$ cat src/rtl/hazard_scoreboard_if.sv
`default_nettype none
// ============================================================================
// Module      : hazard_scoreboard_if
// Description : DEC <-> hazard scoreboard bundle. The decoder (master) drives
//               the instruction fields and reads back the stall/issue/forward
//               controls; the scoreboard (slave) does the reverse.
// Revision    : 1.0 - initial release
// ============================================================================
interface hazard_scoreboard_if #(
  parameter int REG_AW = 5,
  parameter int LAT_W  = 3
);
  logic              Issue_Valid_DEC;
  logic [REG_AW-1:0] Rs_DEC;
  logic [REG_AW-1:0] Rt_DEC;
  logic              UseRs_DEC;
  logic              UseRt_DEC;
  logic              RegWrite_DEC;
  logic [REG_AW-1:0] RegDst_DEC;
  logic [LAT_W-1:0]  Lat_DEC;
  logic              Flush;
  logic              PC_write;
  logic              IFID_write;
  logic              stall_IDEX;
  logic              Issue_Fire;
  logic              Busy;
  logic [REG_AW:0]   Pending_Count;
  logic              Fwd_Rs;
  logic              Fwd_Rt;

  modport master (
    output Issue_Valid_DEC, Rs_DEC, Rt_DEC, UseRs_DEC, UseRt_DEC,
           RegWrite_DEC, RegDst_DEC, Lat_DEC, Flush,
    input  PC_write, IFID_write, stall_IDEX, Issue_Fire, Busy,
           Pending_Count, Fwd_Rs, Fwd_Rt
  );

  modport slave (
    input  Issue_Valid_DEC, Rs_DEC, Rt_DEC, UseRs_DEC, UseRt_DEC,
           RegWrite_DEC, RegDst_DEC, Lat_DEC, Flush,
    output PC_write, IFID_write, stall_IDEX, Issue_Fire, Busy,
           Pending_Count, Fwd_Rs, Fwd_Rt
  );
endinterface
`default_nettype wire

$ cat src/rtl/hazard_scoreboard.sv
`default_nettype none
// ============================================================================
// Module      : hazard_scoreboard
// Description : Per-register countdown scoreboard for the decode stage.
//               Each architectural register (except r0) carries a counter of
//               cycles until its pending writeback; RAW and WAW hazards stall
//               issue, Flush squashes the DEC instruction.
//               Optional macro HAZARD_FWD_EN lets a consumer issue in the
//               producer's writeback cycle, taking the operand off the WB bus.
// Revision    : 1.0 - initial release
// ============================================================================
module hazard_scoreboard #(
  parameter int REG_AW = 5,
  parameter int NREGS  = 2**REG_AW,
  parameter int LAT_W  = 3
) (
  input  wire logic          Clk,
  input  wire logic          Rst_n,
  hazard_scoreboard_if.slave bus
);

`ifdef HAZARD_FWD_EN
  localparam logic [LAT_W-1:0] RAW_T = LAT_W'(1);
`else
  localparam logic [LAT_W-1:0] RAW_T = '0;
`endif

  logic [NREGS-1:0][LAT_W-1:0] cnt_q;
  logic [NREGS-1:0][LAT_W-1:0] cnt_d;

  logic [LAT_W-1:0] lat_eff;
  logic [LAT_W-1:0] cnt_rs;
  logic [LAT_W-1:0] cnt_rt;
  logic [LAT_W-1:0] cnt_dst;
  logic             raw_rs;
  logic             raw_rt;
  logic             waw;
  logic             valid;
  logic             stall;
  logic             fire;
  logic [REG_AW:0]  pending;

  // Hazard detection against the pre-issue counters of the DEC operands.
  always_comb begin
    lat_eff = (bus.Lat_DEC == '0) ? LAT_W'(1) : bus.Lat_DEC;
    cnt_rs  = cnt_q[bus.Rs_DEC];
    cnt_rt  = cnt_q[bus.Rt_DEC];
    cnt_dst = cnt_q[bus.RegDst_DEC];
    raw_rs  = bus.UseRs_DEC && (bus.Rs_DEC != '0) && (cnt_rs > RAW_T);
    raw_rt  = bus.UseRt_DEC && (bus.Rt_DEC != '0) && (cnt_rt > RAW_T);
    waw     = bus.RegWrite_DEC && (bus.RegDst_DEC != '0) && (cnt_dst > lat_eff);
    // Gating with Rst_n keeps every control at its idle value while reset is held.
    valid   = bus.Issue_Valid_DEC && Rst_n;
    stall   = valid && !bus.Flush && (raw_rs || raw_rt || waw);
    fire    = valid && !bus.Flush && !stall;
  end

  // Pipeline controls; Flush still advances PC and IF/ID but bubbles ID/EX.
  always_comb begin
    bus.PC_write   = !stall;
    bus.IFID_write = !stall;
    bus.stall_IDEX = Rst_n && (stall || bus.Flush);
    bus.Issue_Fire = fire;
  end

`ifdef HAZARD_FWD_EN
  // Operand whose producer writes back this cycle is taken from the WB bus.
  always_comb begin
    bus.Fwd_Rs = bus.UseRs_DEC && (bus.Rs_DEC != '0) && (cnt_rs == LAT_W'(1));
    bus.Fwd_Rt = bus.UseRt_DEC && (bus.Rt_DEC != '0) && (cnt_rt == LAT_W'(1));
  end
`else
  // Without forwarding the consumer always reads the register file.
  always_comb begin
    bus.Fwd_Rs = 1'b0;
    bus.Fwd_Rt = 1'b0;
  end
`endif

  // Next counters: decrement all live entries, then reload the issuing destination.
  always_comb begin
    for (int r = 0; r < NREGS; r++) begin
      cnt_d[r] = (cnt_q[r] != '0) ? (cnt_q[r] - LAT_W'(1)) : '0;
    end
    if (fire && bus.RegWrite_DEC && (bus.RegDst_DEC != '0)) begin
      cnt_d[bus.RegDst_DEC] = lat_eff;
    end
    // r0 is hard-wired and never tracked.
    cnt_d[0] = '0;
  end

  // Counter state; reset discards every pending writeback.
  always_ff @(posedge Clk or negedge Rst_n) begin
    if (!Rst_n) begin
      cnt_q <= '0;
    end else begin
      cnt_q <= cnt_d;
    end
  end

  // Occupancy straight from the current counters.
  always_comb begin
    pending = '0;
    for (int r = 1; r < NREGS; r++) begin
      pending = pending + (REG_AW+1)'(cnt_q[r] != '0);
    end
    bus.Pending_Count = pending;
    bus.Busy          = (pending != '0);
  end

endmodule
`default_nettype wire

$ cat src/flat_wrapper.sv
// flat-port wrapper written by rule: the top's interface ports become plain ports
module hazard_scoreboard_flat 
#(
  parameter int REG_AW = 5,
  parameter int NREGS  = 2**REG_AW,
  parameter int LAT_W  = 3
)
  (Clk, Rst_n, bus_Issue_Valid_DEC, bus_Rs_DEC, bus_Rt_DEC, bus_UseRs_DEC, bus_UseRt_DEC, bus_RegWrite_DEC, bus_RegDst_DEC, bus_Lat_DEC, bus_Flush, bus_PC_write, bus_IFID_write, bus_stall_IDEX, bus_Issue_Fire, bus_Busy, bus_Pending_Count, bus_Fwd_Rs, bus_Fwd_Rt);
  hazard_scoreboard_if #(.REG_AW(REG_AW), .LAT_W(LAT_W)) bus_i ();
  input  wire logic Clk;
  input  wire logic Rst_n;
  input wire logic [$bits(bus_i.Issue_Valid_DEC)-1:0] bus_Issue_Valid_DEC;
  input wire logic [$bits(bus_i.Rs_DEC)-1:0] bus_Rs_DEC;
  input wire logic [$bits(bus_i.Rt_DEC)-1:0] bus_Rt_DEC;
  input wire logic [$bits(bus_i.UseRs_DEC)-1:0] bus_UseRs_DEC;
  input wire logic [$bits(bus_i.UseRt_DEC)-1:0] bus_UseRt_DEC;
  input wire logic [$bits(bus_i.RegWrite_DEC)-1:0] bus_RegWrite_DEC;
  input wire logic [$bits(bus_i.RegDst_DEC)-1:0] bus_RegDst_DEC;
  input wire logic [$bits(bus_i.Lat_DEC)-1:0] bus_Lat_DEC;
  input wire logic [$bits(bus_i.Flush)-1:0] bus_Flush;
  output wire logic [$bits(bus_i.PC_write)-1:0] bus_PC_write;
  output wire logic [$bits(bus_i.IFID_write)-1:0] bus_IFID_write;
  output wire logic [$bits(bus_i.stall_IDEX)-1:0] bus_stall_IDEX;
  output wire logic [$bits(bus_i.Issue_Fire)-1:0] bus_Issue_Fire;
  output wire logic [$bits(bus_i.Busy)-1:0] bus_Busy;
  output wire logic [$bits(bus_i.Pending_Count)-1:0] bus_Pending_Count;
  output wire logic [$bits(bus_i.Fwd_Rs)-1:0] bus_Fwd_Rs;
  output wire logic [$bits(bus_i.Fwd_Rt)-1:0] bus_Fwd_Rt;
  assign bus_i.Issue_Valid_DEC = bus_Issue_Valid_DEC;
  assign bus_i.Rs_DEC = bus_Rs_DEC;
  assign bus_i.Rt_DEC = bus_Rt_DEC;
  assign bus_i.UseRs_DEC = bus_UseRs_DEC;
  assign bus_i.UseRt_DEC = bus_UseRt_DEC;
  assign bus_i.RegWrite_DEC = bus_RegWrite_DEC;
  assign bus_i.RegDst_DEC = bus_RegDst_DEC;
  assign bus_i.Lat_DEC = bus_Lat_DEC;
  assign bus_i.Flush = bus_Flush;
  assign bus_PC_write = bus_i.PC_write;
  assign bus_IFID_write = bus_i.IFID_write;
  assign bus_stall_IDEX = bus_i.stall_IDEX;
  assign bus_Issue_Fire = bus_i.Issue_Fire;
  assign bus_Busy = bus_i.Busy;
  assign bus_Pending_Count = bus_i.Pending_Count;
  assign bus_Fwd_Rs = bus_i.Fwd_Rs;
  assign bus_Fwd_Rt = bus_i.Fwd_Rt;
  hazard_scoreboard #(.REG_AW(REG_AW), .NREGS(NREGS), .LAT_W(LAT_W)) u_core (.Clk(Clk), .Rst_n(Rst_n), .bus(bus_i));
endmodule
$ cat config.mk
export PLATFORM = sky130hd
export DESIGN_NAME = hazard_scoreboard_flat
export DESIGN_NICKNAME = d
export VERILOG_FILES = /design/src/rtl/hazard_scoreboard_if.sv /design/src/rtl/hazard_scoreboard.sv /design/src/flat_wrapper.sv
export SDC_FILE = /design/constraint.sdc
export NUM_CORES = 1
export LEC_CHECK = 0
export BUFFER_PORTS_ARGS = -buffer_cell sky130_fd_sc_hd__clkbuf_2
export CAP_MARGIN = 10
export CORE_MARGIN = 10
export CORE_UTILIZATION = 30
export CTS_CLUSTER_SIZE = 16
export DETAILED_ROUTE_END_ITERATION = 8
export SETUP_SLACK_MARGIN = 0.15
export SLEW_MARGIN = 20
export SYNTH_ARGS = -nofsm -noshare
export SYNTH_HDL_FRONTEND = slang
export SYNTH_SLANG_ARGS = --single-unit
$ cat constraint.sdc
create_clock -name Clk -period 5.9 [get_ports Clk]
set_input_delay 0 -clock Clk [delete_from_list [all_inputs] [get_ports Clk]]
set_output_delay 0 -clock Clk [all_outputs]
set_load 0.005 [all_outputs]
# Word level (Yosys, flattened, before mapping)
# Cells that the tools add are included.
totals:
  register_bits: 93
  latchBits: 0
  mem_bits_rw: 0
  mem_bits_ro: 0
  input_bits: 25
  out_inout_bits: 13
  wordCells: 196
  n_memories: 0
classes:
  add_sub_neg: 61
  mul: 0
  n_div: 0
  magnitude_cmp: 7
  eq_ne: 0
  shift: 0
  n_mux: 42
  n_bitwise: 0
  reduce_logical: 55
ops:
  columns: ["operator", "count"]
  rows:
  - ["adder 6 x 1 -> 6 bit", 29]
  - ["two-way mux 3 bit", 36]
  - ["bitwise mux 96 bit", 1]
  - ["two-way mux 96 bit", 1]
  - ["nonzero test 3 bit", 31]
  - ["subtractor 3 x 1 -> 3 bit (second input constant)", 31]
  - ["binary-select mux 3 bit (select 5 bit)", 3]
  - ["< comparator 5 x 6 -> 1 bit (second input constant)", 3]
  - ["demux 3 bit (select 5 bit)", 1]
  - ["nonzero test 5 bit", 3]
  - ["logical AND 1 bit", 14]
  - ["> comparator 3 x 1 -> 1 bit (second input constant)", 2]
  - ["nonzero test 6 bit", 1]
  - ["greater-or-equal comparator 5 x 1 -> 1 bit (second input constant)", 1]
  - ["> comparator 3 bit", 1]
  - ["logical NOT 3 bit", 1]
  - ["logical OR 1 bit", 3]
  - ["adder 1 x 1 -> 2 bit", 1]
  - ["logical NOT 1 bit", 2]

# Longest topological paths before layout
# Gate-level depths: netlist of the first run.
depth:
  word_depth: 32
  depth_mapped: 22
  ltp_nobuf: 22

# Least setup slack after synthesis of the first run
# No wires, ideal clock.
synth_path:
  path_type: "register to output"
  from: "register u_core.cnt_q[6] (netlist bit)"
  to: "output port bus_Busy"
  arrival_ns: 6.035
  required_time_ns: 5.900
  path_slack_ns: -0.135
  stages_incl_launch_ff: 22
  n_path_buf: 0
  path_cell_list: "dfrtp_1 or3_1 ha_1 inv_1 fa_1 inv_1 fa_1 fa_1 fa_1 inv_1 fa_1 fa_1 inv_1 ha_1 inv_1 fa_1 inv_1 a21o_1 a21oi_1 xnor2_1 or3_1 or4_1"
synth_between:
  elab_chain_len: 32
synth_lines:
  columns: ["item", "line", "rtl"]
  rows:
  - ["start: declaration", "hazard_scoreboard.sv:28", "logic [NREGS-1:0][LAT_W-1:0] cnt_q;"]
  - ["start signal: assignment", "hazard_scoreboard.sv:97", "cnt_q <= cnt_d;"]
  - ["nonzero test 3 bit", "hazard_scoreboard.sv:105", "pending = pending + (REG_AW+1)'(cnt_q[r] != '0);"]
  - ["adder 1 x 1 -> 2 bit", "hazard_scoreboard.sv:105", null]
  - ["adder 6 x 1 -> 6 bit (29 in series)", "hazard_scoreboard.sv:105", null]
  - ["named net bus_Pending_Count[4]", "flat_wrapper.sv:26", "output wire logic [$bits(bus_i.Pending_Count)-1:0] bus_Pending_Count;"]
  - ["nonzero test 6 bit", "hazard_scoreboard.sv:108", "bus.Busy = (pending != '0);"]
  - ["end: declaration", "flat_wrapper.sv:25", "output wire logic [$bits(bus_i.Busy)-1:0] bus_Busy;"]
# The timed path passes the listed nets, and every way through them passes these cells.

# Worst setup path after layout of the first run
layout_path:
  from: "register u_core.cnt_q[6] (netlist bit)"
  to: "output port bus_Busy"
layout_between:
  elab_chain_len: 32
layout_lines:
  columns: ["item", "line"]
  rows:
  - ["nonzero test 3 bit", "hazard_scoreboard.sv:105"]
  - ["adder 1 x 1 -> 2 bit", "hazard_scoreboard.sv:105"]
  - ["adder 6 x 1 -> 6 bit (29 in series)", "hazard_scoreboard.sv:105"]
  - ["nonzero test 6 bit", "hazard_scoreboard.sv:108"]
# Every way passes these cells.

==> results of run 1 <==
## tightest hold or removal path, stage by stage
cell	delay [ns]
clkbuf_2	0.09
a21oi_1	0.03
buf_4	0.16
mux2i_1	0.12
## final timing paths
check                                 start                to
min in group asynchronous             Rst_n  u_core.cnt_q[95]
min reg2reg                u_core.cnt_q[47]  u_core.cnt_q[47]
max                         u_core.cnt_q[6]          bus_Busy
max in group asynchronous             Rst_n  u_core.cnt_q[81]
min                          bus_Lat_DEC[0]  u_core.cnt_q[39]
max reg2reg                u_core.cnt_q[28]  u_core.cnt_q[87]
## cell usage in the layout (no fill, tap or decap), types with 8 or more instances in the layout
master,count
nand4_4,16
nor2_1,45
nand2_1,35
a21oi_1,20
buf_4,54
nor4_1,18
clkbuf_16,9
mux2_2,37
ha_1,39
nor3b_1,17
mux4_2,22
nor3_1,36
inv_1,69
inv_2,8
o21ai_0,39
mux2_1,16
mux2i_1,37
clkbuf_2,32
fa_1,18
nand4_2,9
dfrtp_1,93
or2_2,8
a31oi_1,8
a22oi_1,9
## stage by stage
step	TNS, ns	hold WS, ns	instance area [um^2]	utilization [%]	worst slack [ns]
final	-0.461	0.0885	9120	35.1	-0.461
after global placement	-0.118	0.0238	8720	33.6	-0.118
after floorplan	0	-0.296	7940	-	0.0591
after global routing	-0.653	0.135	9110	35.1	-0.639
after detailed placement	-0.149	0.0258	8720	33.6	-0.149
after CTS	-0.534	0.0977	9050	34.8	-0.534
## cells by family (layout without fill, tap and decap cells)
kind of cell	after synthesis	in the layout	synth area share (%)
flip-flops	93	93	29.5
other	1	3	0.0475
multiplexers	120	120	20.2
AND/OR/NAND/NOR	234	234	20.1
buffers and inverters	116	185	6.64
XOR/XNOR	3	3	0.333
AO/OA/AOI/OAI	123	123	10.8
adder cells (fa/ha/maj)	65	65	12.5
## metal layers
layer | vias to the layer above | part of all wire [%] | GRT usage [%] | routed length, um
met4 | 2 | 2.2 | 4.91 | 523
met2 | 167 | 50 | 23.9 | 11800
met1 | 3156 | 43 | 17.2 | 10100
met5 | - | 0.072 | 0 | 17
met3 | 28 | 4.7 | 2.43 | 1110
li1 | 2885 | - | - | -
## power by group through the flow
stage | combinational, uW | clock [uW] | sequential, uW
floorplan | 628 | 0 | 715
global placement | 1020 | 0 | 715
detailed placement | 1020 | 0 | 716
CTS | 1030 | 659 | 704
global route | 1230 | 683 | 710
finish | 1090 | 651 | 706
## cell type report
type	instances	area share (%)
clock inverter	4	0.768
multi-input combinational	547	56.3
timing repair buffer	91	6.81
clock buffer	12	2.81
sequential	93	25.5
tap	335	4.60
inverter	78	3.21
antenna	1	0.0274
## timing repair
action / CTS / global route
setup endpoints to repair: 1 / 3
resized for setup: 0 / 14
buffers inserted: 0 / 1
pin swaps: 0 / 13
endpoints found under the hold margin: 35 / 0
hold buffers: 1 / 0
==> reports/summary.json, run 1 <==
{
  "synthesis": {
    "synth-edff-count": 0,
    "postSynth.topFlopCell": "dfrtp_1",
    "synth_cell_type_count": 75,
    "synth.top_cells.by_area": "dfrtp_1 (29%), ha_1 (6.7%), mux4_2 (6.3%)",
    "netlist_instances": 755,
    "yosysTopAreaCellShare_pct": 29.5,
    "asyncSetResetFlopFracSynth_pct": 100,
    "average_cell_area_after_synthesis_um2": 10.5,
    "yosysTopAreaCell": "dfrtp_1",
    "synthesis.yosys.warnings": 0,
    "synth-seq-cells": 93,
    "synth.yosys.seq_area_share_pct": 29.5,
    "yosys-top-cells-count": "dfrtp_1 (93), inv_1 (75), nor2_1 (45)",
    "netlist_area_um2": 7900,
    "yosys.cell_count.top_type": "dfrtp_1"
  },
  "setup_path": {
    "cp_slowest_stage_delay_ns": 0.58,
    "critical_path_cell_count": 22,
    "cpLargestDelayFamily": "adder cells",
    "critical_path.startpoint_type": "flip-flop",
    "r2r_setup_slack_ns": 1.16,
    "worstRegToRegCells": 14,
    "timing.critical_path.cells": "or3_4 -> ha_4 -> inv_2 -> fa_1 -> inv_1 -> fa_2 -> fa_2 -> fa_2 -> inv_2 -> fa_2 -> fa_1 -> inv_2 -> ha_4 -> inv_2 -> fa_2 -> inv_2 -> a21o_1 -> a21oi_2 -> xnor2_1 -> or3_1 -> or4_1 -> clkbuf_2",
    "worstSetupEndpointType": "output port",
    "timing.critical_path.buf_inv": 7,
    "cp_max_fo": 2,
    "timing.critical_path.slowest_stage_cell": "fa_2",
    "path_class": "flip-flop to output port",
    "worstPathRequired_ns": 5.90,
    "critical_path_arrival_ns": 6.36
  },
  "drt": {
    "drt-vias-per-instance": 5.37,
    "post_drt_wl_per_cell_um": 20.2,
    "firstDrtPassIters": 7,
    "detail-route-antenna-nets": 0,
    "wirelength_mm": 23.5,
    "drc_errors": 0,
    "drt-initial-drc-count": 400,
    "vias": 6238
  },
  "cts": {
    "clock_latency_on_the_worst_skew_pair_ns": 0.36,
    "clock_tree_from_tritoncts": "built",
    "tritoncts.num_buffers": 9,
    "clk_path_buf_depth": 2,
    "clkSinkCount": 93,
    "cts.reportedPaths.clkPinSlew_ns": 0.06,
    "htree_num_levels": 3,
    "cts_root_buf": "clkbuf_16"
  },
  "sta": {
    "timing_hold_violations_final": 0,
    "tightestPinTransition_ns": 0.986,
    "worst_clock_skew_ns": 0.00849,
    "grt_setup_unrepaired": "true",
    "drv_slew": 0,
    "slew_headroom_pct": 34.0,
    "layout_worst_path_cycle_share_pct": 108,
    "max_freq_ghz": 0.157,
    "finalSetupViolations": 1,
    "fin_crit_ns": 6.36,
    "worst_slack_setup_final_ns": -0.461
  },
  "floorplan": {
    "die_area_um2": 33200,
    "fp.dieW_um": 182,
    "rows": 59,
    "die_h_um": 182,
    "design.portCount": 38,
    "start_util_pct": 30.4,
    "design.core.area_um2": 26000
  },
  "power": {
    "power_density_of_the_placed_cells_nw_per_um2": 269,
    "maximum_ir_drop_on_the_vdd_rail_uv": 200,
    "report.power.total_uw": 2450,
    "power.static_leakage_uw": 0.00447,
    "internal-power_uw": 1560,
    "seqPwrFrac_pct": 28.8,
    "combinationalPowerShare_pct": 44.6,
    "power.clock.fraction_pct": 26.6,
    "total_switching_power_uw": 887,
    "swShare_pct": 36.2
  },
  "status": {
    "failed_checks": "negative setup slack",
    "status": "complete, but fails checks"
  },
  "final_layout": {
    "layout-area-overhead-vs-synth_pct": 15.4,
    "design.final.nets": 910,
    "reg_area_um2": 2330,
    "largestRegisters": "u_core.cnt_q (93)",
    "largest_register_ff_count": 93,
    "share_of_final_layout_standard_cells_stronger_than_drive_strength_1_pct": 29.5,
    "fillers": 2620,
    "finish.cell_count_without_fillers": 1161,
    "multiInputGateArea_um2": 5130,
    "top_register": "u_core.cnt_q"
  },
  "run": {
    "timing.max_cap.violations": 0
  },
  "grt": {
    "grt_usage_pct": 14.0,
    "first_pass_grt_wire_length_mm": 36.3,
    "grt_max_degree": 59,
    "antenna_found_initial": 1,
    "gr-total-overflow": 0,
    "grt_pass1_vias": 6259
  },
  "place": {
    "placed_cells": 1142,
    "gp_congestion": 0.888,
    "buffer_ports.inserted": 35,
    "dp_hpwl_mm": 17.4
  },
  "min_path": {
    "min_path_type": "input pin to flip-flop",
    "hold_depth": 4
  }
}
Power figures use the tool's default switching activity.
==> run 2: changes to the inputs <==
MAX_ROUTING_LAYER = met4   (was default)
==> run 2 against run 1 <==
  * Sequential power barely moved
  * Count of clock-buffer cells in the layout stayed put
  * Largest cell class unchanged
  * The flow still finishes with violations (negative setup slack)
  * Register-to-register slack about the same
  * Cell count is essentially flat
  * Sequential cell count is the same
  * Power hardly changed
  * Largest power group unchanged
==> reports/summary.json, run 2 (synthesis results as in run 1) <==
{
  "floorplan": {
    "design.portCount": {"value": 38, "change": "unchanged"},
    "design.core.area": {"value": 26000, "unit": "um^2", "change": "unchanged"},
    "fp.dieW": {"value": 182, "unit": "um", "change": "unchanged"},
    "rows": {"value": 59, "change": "unchanged"},
    "die_area": {"value": 33200, "unit": "um^2", "change": "unchanged"},
    "die_h": {"value": 182, "unit": "um", "change": "unchanged"},
    "start_util": {"value": 30.4, "unit": "%", "change": "unchanged"}
  },
  "sta": {
    "drv_slew": {"value": 0, "change": "unchanged"},
    "slew_headroom": {"value": 34.7, "unit": "%", "change": "was 34.0%"},
    "finalSetupViolations": {"value": 1, "change": "unchanged"},
    "fin_crit": {"value": 6.36, "unit": "ns", "change": "about the same"},
    "worst_clock_skew": {"value": 0.00820, "unit": "ns", "change": "was 0.00849 ns"},
    "layout_worst_path_cycle_share": {"value": 108, "unit": "%", "change": "about the same"},
    "hold_ws": {"value": 0.0868, "unit": "ns", "change": "was 0.0885 ns"},
    "max_freq": {"value": 0.157, "unit": "GHz", "change": "about the same"},
    "tightestPinTransition": {"value": 0.976, "unit": "ns", "change": "was 0.986 ns"},
    "worst_slack_setup_final": {"value": -0.459, "unit": "ns", "change": "was -0.461 ns"},
    "timing_hold_violations_final": {"value": 0, "change": "unchanged"},
    "grt_setup_unrepaired": {"value": "true", "change": "unchanged"}
  },
  "cts": {
    "clk_path_buf_depth": {"value": 2, "change": "unchanged"},
    "clock_tree_from_tritoncts": {"value": "built", "change": "unchanged"},
    "clkSinkCount": {"value": 93, "change": "unchanged"},
    "cts.reportedPaths.clkPinSlew": {"value": 0.06, "unit": "ns", "change": "about the same"},
    "htree_num_levels": {"value": 3, "change": "unchanged"},
    "cts_root_buf": {"value": "clkbuf_16", "change": "unchanged"},
    "clock_latency_on_the_worst_skew_pair": {"value": 0.36, "unit": "ns", "change": "about the same"},
    "tritoncts.num_buffers": {"value": 9, "change": "unchanged"}
  },
  "min_path": {
    "min_path_type": {"value": "input pin to flip-flop", "change": "unchanged"},
    "worst_hold_startpoint": {"value": "bus_Lat_DEC[0]", "change": "unchanged"}
  },
  "final_layout": {
    "largestRegisters": {"value": "u_core.cnt_q (93)", "change": "unchanged"},
    "largest_register_ff_count": {"value": 93, "change": "unchanged"},
    "multiInputGateArea": {"value": 5130, "unit": "um^2", "change": "unchanged"},
    "fillers": {"value": 2622, "change": "was 2620"},
    "layout-area-overhead-vs-synth": {"value": 15.4, "unit": "%", "change": "about the same"},
    "reg_area": {"value": 2330, "unit": "um^2", "change": "unchanged"},
    "design.final.nets": {"value": 910, "change": "unchanged"},
    "share_of_final_layout_standard_cells_stronger_than_drive_strength_1": {"value": 29.5, "unit": "%", "change": "unchanged"},
    "finish.cell_count_without_fillers": {"value": 1162, "change": "was 1161"},
    "mostFrequentLayoutCell": {"value": "dfrtp_1", "change": "unchanged"},
    "final_cell_mix": {"value": "dfrtp_1 (93), inv_1 (69), buf_4 (54)", "change": "unchanged"},
    "top_register": {"value": "u_core.cnt_q", "change": "unchanged"},
    "layout.cell_area.non_filler": {"value": 9120, "unit": "um^2", "change": "about the same"}
  },
  "power": {
    "report.power.total": {"value": 2450, "unit": "uW", "change": "about the same"},
    "power.static_leakage": {"value": 0.00447, "unit": "uW", "change": "unchanged"},
    "maximum_ir_drop_on_the_vdd_rail": {"value": 200, "unit": "uV", "change": "about the same"},
    "power_density_of_the_placed_cells": {"value": 269, "unit": "nW/um^2", "change": "about the same"}
  },
  "place": {
    "place_area": {"value": 8720, "unit": "um^2", "change": "unchanged"},
    "buffer_ports.inserted": {"value": 35, "change": "unchanged"},
    "gp_congestion": {"value": 0.902, "change": "was 0.888"},
    "dp_hpwl": {"value": 17.4, "unit": "mm", "change": "unchanged"},
    "placed_cells": {"value": 1142, "change": "unchanged"},
    "detailedPlace.worstSlack": {"value": -0.149, "unit": "ns", "change": "unchanged"}
  },
  "drt": {
    "firstDrtPassIters": {"value": 5, "change": "was 7"},
    "route.layer.met1.wl": {"value": 9.99, "unit": "mm", "change": "was 10.1 mm"},
    "top_layer": {"value": "met4", "change": "was met5"},
    "post_drt_wl_per_cell": {"value": 20.2, "unit": "um", "change": "about the same"},
    "drt-vias-per-instance": {"value": 5.34, "change": "was 5.37"},
    "detail-route-antenna-nets": {"value": 0, "change": "unchanged"},
    "drc_errors": {"value": 0, "change": "unchanged"},
    "met3RoutedLength": {"value": 1.23, "unit": "mm", "change": "was 1.11 mm"},
    "wirelength": {"value": 23.5, "unit": "mm", "change": "about the same"},
    "vias": {"value": 6208, "change": "was 6238"},
    "drt-initial-drc-count": {"value": 453, "change": "was 400"},
    "metal2_wl": {"value": 11.7, "unit": "mm", "change": "was 11.8 mm"}
  },
  "run": {
    "timing.max_cap.violations": {"value": 0, "change": "unchanged"}
  },
  "grt": {
    "grt_pass1_vias": {"value": 6260, "change": "was 6259"},
    "grt_max_degree": {"value": 59, "change": "unchanged"},
    "first_pass_grt_wire_length": {"value": 36.3, "unit": "mm", "change": "unchanged"},
    "antenna_found_initial": {"value": 1, "change": "unchanged"},
    "grt_usage": {"value": 14.4, "unit": "%", "change": "was 14.0%"},
    "gr-total-overflow": {"value": 0, "change": "unchanged"}
  },
  "setup_path": {
    "worstPathRequired": {"value": 5.90, "unit": "ns", "change": "about the same"},
    "worstSetupEndpointType": {"value": "output port", "change": "unchanged"},
    "critical_path.reg2reg.startpoint": {"value": "u_core.cnt_q[28]", "change": "unchanged"},
    "critical_path.startpoint_type": {"value": "flip-flop", "change": "unchanged"},
    "r2r_setup_slack": {"value": 1.15, "unit": "ns", "change": "was 1.16 ns"},
    "path_class": {"value": "flip-flop to output port", "change": "unchanged"},
    "crit_start": {"value": "u_core.cnt_q[6]", "change": "unchanged"},
    "critical_path_arrival": {"value": 6.36, "unit": "ns", "change": "about the same"},
    "cp_max_fo": {"value": 2, "change": "unchanged"}
  },
  "status": {
    "failed_checks": {"value": "negative setup slack", "change": "unchanged"},
    "status": {"value": "complete, but fails checks", "change": "unchanged"}
  }
}
==> run 2: cell type report <==
class | instances | area share [%]
inverter | 78 | 3.21
clock buffer | 12 | 2.81
timing repair buffer | 91 | 6.80
antenna | 2 | 0.0549
multi-input combinational | 547 | 56.2
tap | 335 | 4.60
clock inverter | 4 | 0.768
sequential | 93 | 25.5
==> run 2: path summary, 6_finish.rpt <==
| path | endpoint | depth (start not counted) |
|---|---|---|
| max reg2reg | u_core.cnt_q[51] | 14 |
| max | bus_Busy | 22 |
| min in group asynchronous | u_core.cnt_q[95] | 2 |
| min | u_core.cnt_q[21] | 4 |
| max in group asynchronous | u_core.cnt_q[81] | 3 |
| min reg2reg | u_core.cnt_q[47] | 2 |
==> run 2: metrics by stage <==
stage               TNS [ns]  util, %
CTS                   -0.534     34.8
finish                -0.459     35.1
detailed placement    -0.149     33.6
floorplan                  0        -
global placement      -0.118     33.6
global route          -0.653     35.1
==> run 2: timing repair <==
action	4_1_cts	5_1_grt
setup buffers	0	1
hold endpoints to repair	35	0
hold buffers	1	0
gates resized for setup	0	14
pin swaps	0	13
endpoints found under the setup margin	1	3
==> run 2: where the power goes <==
group	total, uW	switching (uW)	internal (uW)
Clock	650	257	394
Sequential	705	36.4	669
Combinational	1090	594	500
Total	2450	887	1560
==> run 2: layer usage <==
metal | vias to the layer above | track usage [%]
li1 | 2891 | -
met4 | 0 | 5.01
met2 | 178 | 23.8
met1 | 3107 | 17.3
met5 | - | -
met3 | 32 | 2.47
==> run 2: worst max-delay path, cell delays in order (launching register included) <==
cell and delay [ns]:
dfrtp_1 0.37, or3_4 0.41, ha_4 0.29, inv_2 0.04, fa_1 0.49, inv_1 0.05, fa_2 0.54, fa_2 0.44
fa_2 0.58, inv_2 0.04, fa_2 0.52, fa_1 0.42, inv_2 0.08, ha_4 0.14, inv_2 0.04, fa_2 0.35
inv_2 0.05, a21o_1 0.11, a21oi_2 0.05, xnor2_1 0.13, or3_1 0.35, or4_1 0.40, clkbuf_2 0.13
